<file path="config.mk">
export PLATFORM = sky130hd
export DESIGN_NAME = key_led_debounce_ctrl
export DESIGN_NICKNAME = d
export VERILOG_FILES = /design/src/rtl/key_led_debounce_ctrl.sv
export SDC_FILE = /design/constraint.sdc
export NUM_CORES = 1
export LEC_CHECK = 0
export BUFFER_PORTS_ARGS = -buffer_cell sky130_fd_sc_hd__buf_2
export CAP_MARGIN = 10
export CORE_ASPECT_RATIO = 1.25
export CORE_MARGIN = 2
export CORE_UTILIZATION = 25
export DETAILED_ROUTE_END_ITERATION = 16
export SLEW_MARGIN = 20
export SYNTH_ARGS = -nofsm -noshare
export SYNTH_HDL_FRONTEND = slang
export SYNTH_SLANG_ARGS = --single-unit
</file>
<file path="constraint.sdc">
create_clock -name FPGA_CLK1_50 -period 2.7 [get_ports FPGA_CLK1_50]
set_clock_uncertainty 0.1 [all_clocks]
set_input_delay 0.27 -clock FPGA_CLK1_50 [delete_from_list [all_inputs] [get_ports FPGA_CLK1_50]]
set_output_delay 0.27 -clock FPGA_CLK1_50 [all_outputs]
set_load 0.005 [all_outputs]
</file>
<file path="src/rtl/key_led_debounce_ctrl.sv">
// Key debouncer and LED mode controller for the DE10-Nano board.
// Synchronises and debounces active-low keys, emits press pulses, and drives LEDs in gate/toggle/count/hold modes.
module key_led_debounce_ctrl #(
    parameter int NUM_KEYS        = 2,
    parameter int NUM_LEDS        = 8,
    parameter int DEBOUNCE_CYCLES = 1000000,
    parameter int CNT_W           = $clog2(DEBOUNCE_CYCLES + 1)
) (
    input  logic                FPGA_CLK1_50,
    input  logic                RESET_N,
    input  logic [NUM_KEYS-1:0] KEY,
    input  logic [1:0]          SW,
    output logic [NUM_LEDS-1:0] LED,
    output logic [NUM_KEYS-1:0] KEY_PRESSED,
    output logic [NUM_KEYS-1:0] KEY_PRESS_PULSE
);

    typedef enum logic [1:0] {
        MODE_GATE   = 2'b00,
        MODE_TOGGLE = 2'b01,
        MODE_COUNT  = 2'b10,
        MODE_HOLD   = 2'b11
    } mode_e;

    localparam logic [CNT_W-1:0] CNT_LAST = CNT_W'(DEBOUNCE_CYCLES - 1);

    logic [NUM_KEYS-1:0]            keyS1_q, keyS2_q;
    logic [1:0]                     swS1_q, swS2_q;
    logic [NUM_KEYS-1:0]            stable_q, stable_d;
    logic [NUM_KEYS-1:0][CNT_W-1:0] cnt_q, cnt_d;
    logic [NUM_KEYS-1:0]            pressed_q, pulse_q;
    logic [NUM_KEYS-1:0]            toggle_q, toggle_d;
    logic [NUM_LEDS-1:0]            count_q, count_d;
    logic [NUM_LEDS-1:0]            led_q, led_d;
    mode_e                          mode;

    assign mode = mode_e'(swS2_q);

    // A level is accepted only after it has differed from the stable level for DEBOUNCE_CYCLES samples in a row.
    always_comb begin
        stable_d = stable_q;
        cnt_d    = cnt_q;
        for (int i = 0; i < NUM_KEYS; i++) begin
            if (keyS2_q[i] == stable_q[i]) begin
                cnt_d[i] = '0;
            end else if (cnt_q[i] == CNT_LAST) begin
                stable_d[i] = keyS2_q[i];
                cnt_d[i]    = '0;
            end else begin
                cnt_d[i] = cnt_q[i] + 1'b1;
            end
        end
    end

    always_comb begin
        toggle_d = toggle_q;
        count_d  = count_q;
        led_d    = led_q;
        case (mode)
            MODE_GATE: begin
                led_d                 = '0;
                led_d[NUM_KEYS-1:0]   = pressed_q;
                led_d[NUM_KEYS+1]     = |pressed_q;
                led_d[NUM_KEYS+2]     = &pressed_q;
                led_d[NUM_KEYS+3]     = ^pressed_q;
            end
            MODE_TOGGLE: begin
                toggle_d            = toggle_q ^ pulse_q;
                led_d               = '0;
                led_d[NUM_KEYS-1:0] = toggle_d;
            end
            MODE_COUNT: begin
                if (pulse_q[0] && !pulse_q[1]) begin
                    count_d = count_q + 1'b1;
                end else if (!pulse_q[0] && pulse_q[1]) begin
                    count_d = count_q - 1'b1;
                end
                led_d = count_d;
            end
            MODE_HOLD: begin
            end
        endcase
    end

    // Pressed and pulse are registered from the stable level so they appear together, one edge after acceptance.
    always_ff @(posedge FPGA_CLK1_50 or negedge RESET_N) begin
        if (!RESET_N) begin
            keyS1_q   <= '1;
            keyS2_q   <= '1;
            swS1_q    <= 2'b00;
            swS2_q    <= 2'b00;
            stable_q  <= '1;
            cnt_q     <= '0;
            pressed_q <= '0;
            pulse_q   <= '0;
            toggle_q  <= '0;
            count_q   <= '0;
            led_q     <= '0;
        end else begin
            keyS1_q   <= KEY;
            keyS2_q   <= keyS1_q;
            swS1_q    <= SW;
            swS2_q    <= swS1_q;
            stable_q  <= stable_d;
            cnt_q     <= cnt_d;
            pressed_q <= ~stable_q;
            pulse_q   <= ~stable_q & ~pressed_q;
            toggle_q  <= toggle_d;
            count_q   <= count_d;
            led_q     <= led_d;
        end
    end

    assign LED             = led_q;
    assign KEY_PRESSED     = pressed_q;
    assign KEY_PRESS_PULSE = pulse_q;

endmodule

</file>
# Word-level counts from Yosys, hierarchy flattened
# Index checks and enable logic that the tools add are counted.
# Widths: inputs -> output; s select.
word_totals:
  word_cells: 47
  rom_bits: 0
  ram_bits: 0
  latch_bits: 0
  mem_count: 0
  regBits: 72
  input_bits: 6
classes:
  reduce_logical: 11
  n_eq_ne: 6
  bitwise: 6
  magnitude_cmp: 0
  multipliers: 0
  muxes: 7
  div_mod_pow: 0
  shifts: 0
  addsub: 4
ops:
  columns: ["operator", "count"]
  rows:
  - ["$mux 20", 4]
  - ["$add 20x1->20 const B", 2]
  - ["$eq 20x20->1 const B", 2]
  - ["$pmux 8 s3", 1]
  - ["$mux 8", 2]
  - ["$add 8x1->8 const B", 1]
  - ["$sub 8x1->8 const B", 1]
  - ["$reduce_and 2->1", 3]
  - ["$not 2->2", 2]
  - ["$reduce_bool 3->1", 1]
  - ["$and 2x2->2", 1]
  - ["$eq 1x1->1", 2]
  - ["$eq 2x1->1 const B", 1]
  - ["$eq 2x2->1 const B", 1]
  - ["$logic_and 1x1->1", 2]
  - ["$logic_not 1->1", 2]
  - ["$logic_not 2->1", 1]
  - ["$not 1->1", 2]
  - ["$reduce_or 2->1", 1]
  - ["$reduce_xor 2->1", 1]
  - ["$xor 2x2->2", 1]

# Longest topological paths before layout
depth:
  ltp_word: 5
  depth_mapped: 7
  ltp_nobuf: 6

# Worst setup path before layout
# No wires, ideal clock.
synth_timing:
  kind: "reg2reg"
  from: "register cnt_q[20] (netlist bit)"
  to: "register cnt_q[38] (netlist bit)"
  required_ns: 2.527
  arrival_time_ns: 1.762
  path_buffers: 1
  stages_incl_launch_ff: 7
  path_slack_ns: 0.765
  path_cell_list: "dfrtp_1 ha_1 nand2_1 or3_1 buf_2 or4_4 a21oi_2"
synth_lines:
  columns: ["item", "line", "rtl"]
  rows:
  - ["start, declared", "30", "logic [NUM_KEYS-1:0][CNT_W-1:0] cnt_q, cnt_d;"]
  - ["start signal, assigned", "105", "cnt_q <= cnt_d;"]

==> impl_metrics.sql <==
INSERT INTO impl_metrics (metric_group, metric, value, unit) VALUES
('status', 'status', 'finished, final reports clean', ''),
('synth', 'synth_common_cells', 'sky130_fd_sc_hd__dfrtp_1 (66), sky130_fd_sc_hd__nor2_1 (35), sky130_fd_sc_hd__xnor2_1 (30), sky130_fd_sc_hd__nand2_1 (28), sky130_fd_sc_hd__nand3_1 (19)', ''),
('cells_and_area', 'filler_cell_count_in_the_final_layout', '1453', ''),
('timing', 'timing.slew.headroom', '0.512', ''),
('synth', 'ys_seq_elements', '72', ''),
('setup_path', 'worst_r2r_startpoint', 'cnt_q[0]', ''),
('detailed_routing', 'drt-total-wl', '6.95', 'mm'),
('synth', 'cells_after_synth', '360', ''),
('synth', 'synth_enable_flop_cells', '0', ''),
('power', 'power-per-cell-area', '583', 'nW/um^2'),
('clock_tree', 'ctsLongestPathBuffers', '2', ''),
('timing', 'timing.hold.ws', '246', 'ps'),
('synth', 'yosysTopAreaCellShare', '0.457', ''),
('floorplanning', 'die_h', '138', 'um'),
('detailed_routing', 'drt_pass1_iterations', '4', ''),
('placed_design', 'detailed_place.area', '3910', 'sq um'),
('timing', 'tns', '0', 'ps'),
('timing', 'layout_worst_path_cycle_share', '0.786', ''),
('timing', 'worstMarginPinSlew', '732', 'ps'),
('synth', 'post_synth.cell_area_avg', '10.0', 'sq um'),
('clock_tree', 'skew_pair_late_insertion_delay', '330', 'ps'),
('synth', 'top_area_cells_in_the_synthesized_netlist', 'sky130_fd_sc_hd__dfrtp_1 (46%), sky130_fd_sc_hd__xnor2_1 (7.3%), sky130_fd_sc_hd__dfstp_2 (4.4%)', ''),
('setup_path', 'startpoint_type', 'register', ''),
('clock_tree', 'htree_num_levels', '3', ''),
('clock_tree', 'numCtsBuffers', '9', ''),
('floorplanning', 'floorplan_die_area', '15400', 'sq um'),
('setup_path', 'rr_worst_depth', '5', ''),
('timing', 'report.final.hold_viol_count', '0', ''),
('synth', 'synth_async_sr_flop_share', '1.00', ''),
('worst_hold_path', 'worst_hold_path.endpoint', 'mode[1]', ''),
('clock_tree', 'post-cts-setup-buffers', '0', ''),
('synth', 'ys_dominant_reg_cell', 'sky130_fd_sc_hd__dfrtp_1', ''),
('timing', 'period_needed', '2120', 'ps'),
('floorplanning', 'floorplan.io_pins', '18', ''),
('setup_path', 'worstSetupPathType', 'register to register', ''),
('worst_hold_path', 'hold-path-cell-count', '0', ''),
('synth', 'ys_warn_count', '0', ''),
('run', 'max_cap_violations', '0', ''),
('timing', 'finalSetupViolations', '0', ''),
('cells_and_area', 'layout-area-overhead-vs-synth', '18.4', '%'),
('floorplanning', 'rows', '49', ''),
('detailed_routing', 'detail_route.drc_violations', '0', ''),
('placed_design', 'hpwlAfterDp', '4.92', 'mm'),
('global_routing', 'first_pass_grt_wire_length', '12.4', 'mm'),
('floorplanning', 'placeableCoreArea', '14300', 'sq um'),
('worst_hold_path', 'worstHoldPathType', 'register to register', ''),
('global_routing', 'vias_in_the_first_global_route', '2660', ''),
('timing', 'rsz0062_at_grt', 'false', ''),
('synth', 'syn_nets', '375', ''),
('timing', 'setup_slack', '578', 'ps'),
('synth', 'synth_largest_area_cell', 'sky130_fd_sc_hd__dfrtp_1', ''),
('detailed_routing', 'route.antenna.remaining_nets', '0', ''),
('cells_and_area', 'drive_above_1_share', '0.145', ''),
('cells_and_area', 'post-route-cell-area', '4280', 'sq um'),
('power', 'irDropWorstVdd', '0.300', 'mV'),
('setup_path', 'regToRegEndpoint', 'cnt_q[9]', ''),
('detailed_routing', 'detail_route.wl_per_cell', '12.3', 'um'),
('synth', 'seq_area_frac_synth', '0.501', ''),
('placed_design', 'placement.setup.worst_slack', '552', 'ps'),
('global_routing', 'grt_util_all_layers', '0.0965', ''),
('power', 'p_leak', '1.75', 'nW'),
('global_routing', 'grt_antenna_before_repair', '0', ''),
('power', 'report.power.total', '0.00249', 'W'),
('detailed_routing', 'post_drt_via_cell_ratio', '4.64', ''),
('clock_tree', 'tritoncts', 'yes', ''),
('timing', 'final-max-slew-violation-count', '0', ''),
('setup_path', 'critical_path.max_fanout', '19', ''),
('synth', 'synth.most_common_cell', 'sky130_fd_sc_hd__dfrtp_1', ''),
('global_routing', 'grt_overflow', '0', ''),
('floorplanning', 'fp.dieW', '112', 'um'),
('synth', 'post_synth_num_cell_types', '54', '');
[sequential cells by signal, summed over array words and instances (netlist names)]
| register | cells |
|---|---|
| cnt_q | 40 |
| LED | 8 |
| count_q | 8 |
| KEY_PRESSED | 2 |
| KEY_PRESS_PULSE | 2 |
| keyS1_q | 2 |
| keyS2_q | 2 |
| mode | 2 |
| stable_q | 2 |
| swS1_q | 2 |
| toggle_q | 2 |
[layer usage]
metal / share of wire / GRT usage / wire (um) / vias up
met5: 0 / 0 / 0 / -
met4: 0.025 / 0.0468 / 175 / 0
met1: 0.47 / 0.121 / 3300 / 1258
met3: 0.026 / 0.0215 / 181 / 14
li1: - / - / - / 1309
met2: 0.47 / 0.157 / 3300 / 40
[report_power, final]
part	switching, W	internal (W)	total [W]
Clock	0.000437	0.000832	0.00127
Combinational	0.0000618	0.0000408	0.000103
Sequential	0.0000176	0.00110	0.00112
Total	0.000516	0.00198	0.00249
[timing repair]
| action | CTS | global route |
|---|---|---|
| gates resized for setup | 0 | 0 |
| hold buffers | 5 | 0 |
| hold endpoints to repair | 31 | 0 |
[cell usage in the layout, fill, tap and decap left out, types with 5 or more instances in the layout]
master and n:
sky130_fd_sc_hd__dfrtp_1 66, sky130_fd_sc_hd__nor2_1 35, sky130_fd_sc_hd__xnor2_1 30, sky130_fd_sc_hd__nand2_1 28, sky130_fd_sc_hd__nand3_1 19, sky130_fd_sc_hd__buf_2 17, sky130_fd_sc_hd__inv_1 16, sky130_fd_sc_hd__a21oi_1 14
sky130_fd_sc_hd__xor2_1 13, sky130_fd_sc_hd__o21ai_0 13, sky130_fd_sc_hd__nand4_1 10, sky130_fd_sc_hd__nor4_1 10, sky130_fd_sc_hd__nor3_1 9, sky130_fd_sc_hd__ha_1 9, sky130_fd_sc_hd__clkbuf_16 9, sky130_fd_sc_hd__or3_1 8
sky130_fd_sc_hd__o31ai_1 6, sky130_fd_sc_hd__dfstp_2 6, sky130_fd_sc_hd__dlygate4sd3_1 5
[worst max path at each step]
stage / start / to / slack, ps / cells after the start
2_1_floorplan: cnt_q[20] / cnt_q[38] / 760 / 6
3_3_place_gp: cnt_q[0] / cnt_q[13] / 670 / 5
3_5_place_dp: cnt_q[0] / cnt_q[10] / 550 / 5
4_1_cts: cnt_q[0] / cnt_q[12] / 540 / 5
5_1_grt: cnt_q[0] / cnt_q[9] / 350 / 5
6_report: cnt_q[0] / cnt_q[9] / 580 / 5
[logic make-up (layout without fill, tap and decap cells)]
kind of cell | count (synthesis) | after routing | synth area share
AO/OA/AOI/OAI | 51 | 51 | 0.0946
multiplexers | 3 | 3 | 0.00901
buffers and inverters | 31 | 58 | 0.0339
adder cells (fa/ha/maj) | 9 | 9 | 0.0312
AND/OR/NAND/NOR | 151 | 151 | 0.226
flip-flops | 72 | 72 | 0.501
XOR/XNOR | 43 | 43 | 0.104
[cell type report]
cell class | count | area, sq um | share of cell area
sequential | 72 | 1810 | 0.423
multi-input combinational | 257 | 1690 | 0.394
clock buffer | 11 | 243 | 0.0567
tap | 178 | 223 | 0.0521
timing repair buffer | 26 | 178 | 0.0415
clock inverter | 5 | 80.1 | 0.0187
inverter | 16 | 60.1 | 0.0140
[critical path, stage by stage (launching register included)]
cell and delay, ps:
sky130_fd_sc_hd__dfrtp_1 380, sky130_fd_sc_hd__ha_1 230, sky130_fd_sc_hd__and4_1 310, sky130_fd_sc_hd__nand2_1 130, sky130_fd_sc_hd__o31ai_4 690, sky130_fd_sc_hd__nor2_1 130
[metrics by stage]
step	utilization	cells
detailed placement	0.273	544
finish	0.299	565
global placement	0.273	544
floorplan	-	360
global route	0.299	565
CTS	0.299	565
Note: power is estimated with default switching activity, not from simulation.
